`config.mk`:
```
export PLATFORM = sky130hd
export DESIGN_NAME = fifo_rd_packetizer
export DESIGN_NICKNAME = d
export VERILOG_FILES = /design/src/rtl/fifo_rd_packetizer.sv
export SDC_FILE = /design/constraint.sdc
export NUM_CORES = 1
export LEC_CHECK = 0
export ABC_CLOCK_PERIOD_IN_PS = 2250
export BUFFER_PORTS_ARGS = -buffer_cell sky130_fd_sc_hd__buf_4
export CAP_MARGIN = 20
export CELL_PAD_IN_SITES_DETAIL_PLACEMENT = 0
export CELL_PAD_IN_SITES_GLOBAL_PLACEMENT = 1
export CORE_UTILIZATION = 40
export DETAILED_ROUTE_END_ITERATION = 10
export PLACE_DENSITY_LB_ADDON = 0.2
export SYNTH_ARGS = -nofsm -noshare
export SYNTH_HDL_FRONTEND = slang
export SYNTH_SLANG_ARGS = --single-unit
```
`constraint.sdc`:
```
create_clock -name rclk -period 2.25 [get_ports rclk]
set_input_delay 0.225 -clock rclk [delete_from_list [all_inputs] [get_ports rclk]]
set_output_delay 0.225 -clock rclk [all_outputs]
set_load 0.01 [all_outputs]
```
`src/rtl/fifo_rd_packetizer.sv`:
```
// rtl/fifo_rd_packetizer.sv - pops the dual-clock FIFO read port and emits length-framed packets on a valid/ready stream
module fifo_rd_packetizer #(
    parameter int DSIZE = 8,
    parameter int LENW  = 8,
    parameter int PCNTW = 16
) (
    input  logic             rclk,
    input  logic             rrst_n,
    input  logic             enable,
    input  logic [LENW-1:0]  pkt_len,
    input  logic             rempty,
    input  logic [DSIZE-1:0] rdata,
    output logic             rinc,
    output logic             m_valid,
    input  logic             m_ready,
    output logic [DSIZE-1:0] m_data,
    output logic             m_last,
    output logic             busy,
    output logic [PCNTW-1:0] pkt_count
);

    typedef enum logic [1:0] {IDLE, STREAM, DRAIN, DONE} state_t;

    state_t           state, state_nxt;
    logic [LENW-1:0]  len, wcnt, len_load;
    logic [DSIZE-1:0] h_data, t_data;
    logic             h_last, t_last;
    logic [1:0]       buf_cnt;
    logic             push, pop, push_last, start;

    assign len_load  = (pkt_len == '0) ? LENW'(1) : pkt_len;
    assign push      = rinc;
    assign push_last = (wcnt == len - LENW'(1));
    assign pop       = m_valid & m_ready;
    assign start     = ((state == IDLE) || (state == DONE)) && enable;

    assign m_valid = (buf_cnt != 2'd0);
    assign m_data  = h_data;
    assign m_last  = h_last;

    always_ff @(posedge rclk) begin
        if (!rrst_n) begin
            state <= IDLE;
        end else begin
            state <= state_nxt;
        end
    end

    always_comb begin
        state_nxt = state;
        case (state)
            IDLE:    if (enable) state_nxt = STREAM;
            STREAM:  if (push && push_last) state_nxt = DRAIN;
            DRAIN:   if (pop && h_last) state_nxt = DONE;
            default: state_nxt = enable ? STREAM : IDLE;
        endcase
    end

    // Pop decision uses only registered state and rempty, never m_ready.
    always_comb begin
        rinc = (state == STREAM) && !rempty && (buf_cnt != 2'd2);
        busy = (state != IDLE);
    end

    always_ff @(posedge rclk) begin
        if (!rrst_n) begin
            len       <= '0;
            wcnt      <= '0;
            pkt_count <= '0;
        end else begin
            if (start) begin
                len  <= len_load;
                wcnt <= '0;
            end
            if (push) begin
                wcnt <= push_last ? '0 : wcnt + LENW'(1);
            end
            if (state == DONE) begin
                pkt_count <= pkt_count + PCNTW'(1);
            end
        end
    end

    // Two-entry skid buffer: head drives the stream, tail absorbs one stalled word.
    always_ff @(posedge rclk) begin
        if (!rrst_n) begin
            buf_cnt <= 2'd0;
            h_data  <= '0;
            h_last  <= 1'b0;
            t_data  <= '0;
            t_last  <= 1'b0;
        end else begin
            case (buf_cnt)
                2'd0: begin
                    if (push) begin
                        h_data  <= rdata;
                        h_last  <= push_last;
                        buf_cnt <= 2'd1;
                    end
                end
                2'd1: begin
                    if (push && pop) begin
                        h_data <= rdata;
                        h_last <= push_last;
                    end else if (push) begin
                        t_data  <= rdata;
                        t_last  <= push_last;
                        buf_cnt <= 2'd2;
                    end else if (pop) begin
                        buf_cnt <= 2'd0;
                    end
                end
                default: begin
                    if (pop) begin
                        h_data  <= t_data;
                        h_last  <= t_last;
                        buf_cnt <= 2'd1;
                    end
                end
            endcase
        end
    end

endmodule
```
* After elaboration in Yosys (flattened, before gate mapping)
Cells that the tools add are included.
Word-level totals: register bits after elaboration 54, input bits 21, logic and storage cells 69
Operators by class: add/subtract/negate cells 3, eq/ne operators 13, muxes and demuxes 23, bitwise operators 2, reductions and logical operators 19
Operators by type and width (number):
- 8-bit 2-to-1 mux | 7
- 16-bit by 1-bit adder with 16-bit output (second input constant) | 1
- 2-bit 2-to-1 mux | 8
- 8-bit one-hot mux with 2 select lines | 1
- 2-bit inequality test (second input constant) | 7
- 3-bit AND reduction | 3
- 8-bit by 1-bit adder with 8-bit output (second input constant) | 1
- 8-bit equality test | 1
- 8-bit logical NOT | 1
- 8-bit by 1-bit subtractor with 8-bit output (second input constant) | 1
- 1-bit logical AND | 6
- 2-bit one-hot mux with 3 select lines | 1
- 2-bit nonzero test | 3
- 2-bit by 1-bit equality test with 1-bit output (second input constant) | 2
- 2-bit equality test (second input constant) | 2
- 2-bit logical NOT | 2
- 1-bit 2-to-1 mux | 4
- 2-bit one-hot mux with 2 select lines | 1
- 4-bit AND reduction | 1
- 3-bit inequality test (second input constant) | 1
- 3-bit nonzero test | 1
- 1-bit one-hot mux with 2 select lines | 1
- 1-bit bitwise AND | 1
- 1-bit logical NOT | 1
- 2 further kinds | 2

* Longest topological paths before layout
Gate-level depths: netlist of run 1.
depth in word-level cells 6, mapped depth 9, gate-level depth less buffers 8

* Worst setup path before layout of run 1
Ideal clock, no wire load.
kind register -> register, start point reg len[0], end point reg wcnt[0], library setup time 0.121 ns, data arrival time 1.881 ns, slack 0.248 ns, stages on the path, launching flop included 10, clock period less this slack 2.002 ns, path through dfxtp_1 > inv_1 > ha_1 > nand2b_1 > o211a_1 > o31ai_2 > nand4b_4 > and2_4 > buf_6 > mux2_2
Between the ends: longest elaborated chain between the ends 4
RTL lines:
- from (decl) | RTL line 25 | logic [LENW-1:0] len, wcnt, len_load;
- from (signal assigned) | RTL line 72 | len <= len_load;
- 8-bit by 1-bit subtractor with 8-bit output | RTL line 33 | assign push_last = (wcnt == len - LENW'(1));
- 8-bit equality test | RTL line 33
- 8-bit 2-to-1 mux | RTL line 76 | wcnt <= push_last ? '0 : wcnt + LENW'(1);
- 8-bit 2-to-1 mux | RTL line 75 | if (push) begin
- to (signal assigned) | RTL line 76
- to (decl) | RTL line 25
No other way between the ends. A chain may end at the register's enable or synchronous reset.

* Worst setup path after layout of run 1
Ends and elaborated chain as after synthesis.

==> results.tsv, run 1 <==
stage	metric	value	unit
synthesis	syn_inst	297	
critical_path	cp-start-kind	register	
hold_path	hold_depth	2	
global_routing	grt_pass1_wl	9460	um
timing	holdWs	135	ps
detailed_routing	wl_per_cell	13.2	um
critical_path	arrival	2270	ps
synthesis	syn_area	2730	um^2
power_and_ir_drop	peakVddDrop	327	uV
outcome	status	completed	
clock_tree	clk_latency	300	ps
floorplan	die_area	7160	um^2
timing	rsz0062_at_grt	no	
power_and_ir_drop	total_leakage_power	1.48	nW
timing	slew_headroom	0.711	
place	hpwl	4050	um
critical_path	reg2reg_depth	8	
timing	worst_pin_slew	434	ps
global_routing	grt_pass1_vias	2025	
critical_path	end_kind	register	
synthesis	ys.warnings.count	0	
synthesis	synth_ff_type	dfxtp_1	
timing	fin_tns_setup	0	ps
clock_tree	cts_max_path_buffers	2	
cells_and_area	area_growth	20.3	%
hold_path	hold_class	in2reg	
timing	max_freq	0.485	GHz
detailed_routing	antenna_left	0	
timing	fin_crit	2060	ps
global_routing	antenna_found_initial	0	
floorplan	core-area	6460	um^2
detailed_routing	firstDrtPassIters	6	
clock_tree	cts_tree	yes	
critical_path	worstPathCellList	inv_1 > ha_1 > nand2b_1 > o211a_1 > o31ai_2 > nand4b_4 > and2_4 > mux2_2	
cells_and_area	layout-drive-gt1-share	0.207	
floorplan	io_pins	49	
floorplan	die_height	84.6	um
floorplan	fp.dieW	84.6	um
clock_tree	cts.sinks	54	
synthesis	synth_top_area_cell	dfxtp_1	
synthesis	ys_seq_area_frac	0.396	
cells_and_area	final_nets	376	
power_and_ir_drop	p_per_area	772	nW/um^2
synthesis	yosys.cell_types.count	44	
timing	fin_skew	6.89	ps
synthesis	synth-seq-cells	54	
place	dpl-instance-area	3190	um^2
clock_tree	cts.repair.resized	0	
synthesis	yosysTopAreaCellShare	0.396	
synthesis	synth_area_per_cell	9.19	um^2
clock_tree	root_buffer	clkbuf_8	
place	io_buffers	48	
global_routing	track_usage	0.164	
floorplan	start_util	0.423	
clock_tree	htreeDepth	2	
clock_tree	postCtsSetupBuffers	0	
floorplan	row_count	29	
detailed_routing	vias	2165	
synthesis	syn-num-nets	326	
critical_path	crit_type	reg2reg	
synthesis	ys_top_cells_by_area	dfxtp_1 (40%), mux2i_1 (7.7%), nand2_1 (6.0%)	
critical_path	slowest_stage	dfxtp_1	
timing	finalMaxSlewViolations	0	
global_routing	gr-total-overflow	0	
synthesis	async_reset_ff_frac	0	
synthesis	synth_edf_count	0	
detailed_routing	avgViaCountPerCell	5.09	
timing	period_share	0.917	
flow_run	cap_violations	0	
critical_path	path_max_fanout	7	
timing	hold_violations	0	
detailed_routing	first_iter_violations	77	
critical_path	required	2450	ps
timing	fin_ws	186	ps
clock_tree	numCtsBuffers	5	
cells_and_area	diodes	0	
clock_tree	cts_hold_buf	0	
timing	finalSetupViolCount	0	
place	post-place-ws	197	ps
place	place_congestion	0.761	
clock_tree	clk_pin_slew_worst_paths	100	ps
cells_and_area	postLayoutCellArea	3280	um^2
detailed_routing	routed_wl	5610	um
global_routing	grt_max_degree	51	
detailed_routing	drc_errors	0	
critical_path	critPathMaxStageDelay	410	ps
==> cell usage in the layout, fill, tap and decap left out, types with 5 or more instances in the layout <==
cell,instances
o211a_1,10
xnor2_1,16
inv_1,11
ha_1,8
clkbuf_8,6
dfxtp_1,54
xor2_1,7
buf_4,55
mux2i_1,21
nand2_1,44
a21boi_0,10
nor2b_1,9
and2_1,14
a22o_1,5
nand4_1,5
o21ai_0,5
a21oi_1,7
nor2_1,11
and3_1,9
==> per-layer routing <==
metal | vias to the layer above | GRT usage | wire length [um]
li1 | 1123 | - | -
met1 | 1007 | 0.211 | 2710
met2 | 33 | 0.276 | 2670
met3 | 2 | 0.0374 | 197
met4 | 0 | 0.0462 | 29
met5 | - | 0 | 0
==> worst max-delay path, delay by kind of cell, from the launching register on <==
kind | cells | cell delay, ps
mux | 1 | 250
simple gates | 3 | 570
compound gates | 2 | 440
flops | 1 | 410
fa+ha+maj | 1 | 240
buf+inv | 1 | 60
==> cell usage after synthesis, types with 5 or more instances <==
cell	number
and2_1	14
ha_1	8
o211a_1	10
xor2_1	7
xnor2_1	16
nand4_1	5
a22o_1	5
nor2b_1	9
a21boi_0	10
and3_1	9
o21ai_0	5
mux2i_1	21
clkbuf_1	9
dfxtp_1	54
nand2_1	44
inv_1	11
a21oi_1	7
nor2_1	11
==> path summary, 6_finish.rpt <==
check	from	end	slack [ps]
max	len[0]	wcnt[0]	190
max reg2reg	len[0]	wcnt[0]	190
min reg2reg	len[7]	len[7]	480
min	m_ready	buf_cnt[1]	140
==> flip-flops by register name, summed over array words and instances, names as in the netlist <==
name / cells
m_last: 1
wcnt: 8
len: 8
m_data: 8
t_last: 1
buf_cnt: 2
t_data: 8
pkt_count: 16
state: 2
==> cell type report <==
cell class	count	area, um^2
clock inverter	2	16.3
sequential	54	1080
multi-input combinational	220	1550
tap	77	96.3
fill	634	3170
clock buffer	6	82.6
inverter	11	41.3
timing repair buffer	55	413
==> power breakdown <==
group / internal, mW / switching [mW]
registers: 1.05 / 0.0944
clock network: 0.254 / 0.330
logic: 0.400 / 0.410
==> cells by family (layout without fill, tap and decap cells) <==
| kind of cell | after synthesis | after routing | share of synthesized area |
|---|---|---|---|
| simple gates | 117 | 117 | 0.228 |
| flops | 54 | 54 | 0.396 |
| compound gates | 47 | 47 | 0.134 |
| xor+xnor | 25 | 25 | 0.0857 |
| mux | 23 | 23 | 0.0852 |
| buf+inv | 23 | 74 | 0.0348 |
| fa+ha+maj | 8 | 8 | 0.0367 |
==> stage by stage <==
stage                     utilization  instances  power [mW]
after CTS                       0.509        425        2.58
after detailed placement        0.493        417        1.98
after global placement          0.493        417        1.97
after floorplan                     -        297        1.71
final                           0.509        425        2.54
after global routing            0.509        425        2.70
No activity file was read; power rests on OpenSTA's default activity.
==> run 2: changes to the inputs <==
==> config.mk (replaced) <==
export PLATFORM = sky130hd
export DESIGN_NAME = fifo_rd_packetizer
export DESIGN_NICKNAME = d
export VERILOG_FILES = /design/src/rtl/fifo_rd_packetizer.sv
export SDC_FILE = /design/constraint.sdc
export NUM_CORES = 1
export LEC_CHECK = 0
export ABC_CLOCK_PERIOD_IN_PS = 1700
export BUFFER_PORTS_ARGS = -buffer_cell sky130_fd_sc_hd__buf_4
export CAP_MARGIN = 20
export CELL_PAD_IN_SITES_DETAIL_PLACEMENT = 0
export CELL_PAD_IN_SITES_GLOBAL_PLACEMENT = 1
export CORE_UTILIZATION = 38
export DETAILED_ROUTE_END_ITERATION = 10
export PLACE_DENSITY = 0.84
export SYNTH_ARGS = -nofsm -noshare
export SYNTH_HDL_FRONTEND = slang
export SYNTH_SLANG_ARGS = --single-unit
==> constraint.sdc (replaced) <==
create_clock -name rclk -period 1.7 [get_ports rclk]
set_input_delay 0.17 -clock rclk [delete_from_list [all_inputs] [get_ports rclk]]
set_output_delay 0.17 -clock rclk [all_outputs]
set_load 0.01 [all_outputs]
==> results.tsv, run 2 (same netlist as run 1, synthesis figures left out) <==
stage	metric	value	unit
clock_tree	clk_pin_slew_worst_paths	90	ps
global_routing	grt_max_degree	30	
detailed_routing	met3_wirelength	255	um
place	io_buffers	48	
cells_and_area	largest_reg_flops	16	
critical_path	endpoint	wcnt[0]	
cells_and_area	final_cell_mix	buf_4 (80), dfxtp_1 (48), nand2_1 (43)	
global_routing	gr-total-overflow	0	
floorplan	die_height	86.8	um
timing	fin_skew	5.25	ps
floorplan	row_count	30	
critical_path	crit_start	len[0]	
cells_and_area	finalNonFillerCells	472	
critical_path	rrSetupSlack	-100	ps
critical_path	reg2reg_depth	9	
outcome	status	complete, but fails checks	
timing	hold_violations	0	
flow_run	cap_violations	0	
cells_and_area	layout-drive-gt1-share	0.311	
clock_tree	root_buffer	clkbuf_8	
timing	finalMaxSlewViolations	0	
timing	slew_headroom	0.759	
detailed_routing	wl_per_cell	12.3	um
clock_tree	numCtsBuffers	5	
timing	rsz0062_at_grt	yes	
detailed_routing	drt-met1-wl	2700	um
floorplan	fp.dieW	86.8	um
detailed_routing	antenna_left	0	
hold_path	hold_class	in2reg	
critical_path	regToRegEndpoint	wcnt[0]	
critical_path	required	1900	ps
timing	period_share	1.06	
floorplan	start_util	0.397	
place	place_congestion	0.776	
clock_tree	clk_latency	300	ps
detailed_routing	avgViaCountPerCell	4.83	
cells_and_area	final_common_cell	buf_4	
cells_and_area	final_nets	405	
outcome	violations	negative setup slack	
power_and_ir_drop	peakVddDrop	358	uV
clock_tree	cts_max_path_buffers	2	
critical_path	crit-reg2reg-launch	len[0]	
global_routing	track_usage	0.164	
floorplan	die_area	7530	um^2
detailed_routing	dr_wl_met2	2770	um
global_routing	antenna_found_initial	0	
critical_path	cp-start-kind	register	
floorplan	core-area	6870	um^2
detailed_routing	top_layer	met4	
clock_tree	cts_tree	yes	
clock_tree	htreeDepth	2	
detailed_routing	drc_errors	0	
cells_and_area	area_growth	32.3	%
timing	max_freq	0.556	GHz
timing	worst_pin_slew	357	ps
timing	fin_ws	-99.3	ps
critical_path	end_kind	register	
cells_and_area	regMostFlops	pkt_count	
timing	finalSetupViolCount	8	
place	numPlacedInstances	461	
detailed_routing	first_iter_violations	85	
timing	fin_crit	1800	ps
detailed_routing	firstDrtPassIters	4	
detailed_routing	routed_wl	5780	um
place	hpwl	4230	um
critical_path	path_max_fanout	6	
floorplan	io_pins	49	
detailed_routing	vias	2279	
power_and_ir_drop	total_leakage_power	1.63	nW
critical_path	arrival	1990	ps
power_and_ir_drop	p_per_area	981	nW/um^2
global_routing	grt_pass1_vias	2224	
clock_tree	cts.sinks	54	
global_routing	grt_pass1_wl	9820	um
place	post-place-ws	-112	ps
critical_path	crit_type	reg2reg	
cells_and_area	diodes	0	
==> run 2: cell count changes in the layout (fill, tap and decap cells not counted), sizes merged <==
| cell | previous run | this run |
|---|---|---|
| buf | 55 | 84 |
| inv | 12 | 11 |
==> run 2: stage by stage <==
step	cell area, um^2	hold WS [ps]	setup TNS (ps)	util	power, mW
6_report	3610	103	-349	0.526	3.54
5_1_grt	3610	103	-2090	0.526	3.79
4_1_cts	3530	70.9	-455	0.514	3.54
3_5_place_dp	3430	397	-745	0.499	2.82
3_3_place_gp	3430	393	-355	0.499	2.78
2_1_floorplan	2760	246	-792	-	2.31
==> run 2: how the worst min path moves through the flow <==
stage	end	from	depth (start not counted)
floorplan	buf_cnt[1]	m_ready	1
global placement	buf_cnt[1]	m_ready	2
detailed placement	buf_cnt[1]	m_ready	2
CTS	buf_cnt[1]	m_ready	2
global route	buf_cnt[1]	m_ready	2
finish	buf_cnt[1]	m_ready	2
==> run 2: area by class of cell <==
class	instances	area, um^2
Sequential cell	54	1090
Clock buffer	6	72.6
Timing Repair Buffer	84	646
Tap cell	96	120
Clock inverter	1	7.51
Multi-Input combinational cell	220	1630
Fill cell	651	3260
Inverter	11	41.3
==> run 2: what timing repair did <==
action	in CTS	in global routing
setup buffers	1	2
pin swaps	5	9
gates cloned	0	1
hold buffers	0	0
gates resized for setup	8	17
setup endpoints to repair	14	33
==> run 2: critical path, stage by stage, from the launching register on <==
cell	delay, ps
dfxtp_2	350
inv_2	50
ha_4	150
buf_4	130
nand2b_1	120
a21oi_4	80
o31ai_4	240
nand4b_4	140
and2_4	190
mux2_2	250
==> run 2: where the power goes <==
group          internal, mW  switching, mW
clock network         0.283          0.398
logic                 0.716          0.625
registers              1.40          0.124
==> run 2: routing by layer <==
metal,vias to the layer above,GRT usage
met4,0,0.0470
li1,1187,-
met2,42,0.284
met1,1044,0.207
met5,-,0
met3,6,0.0305
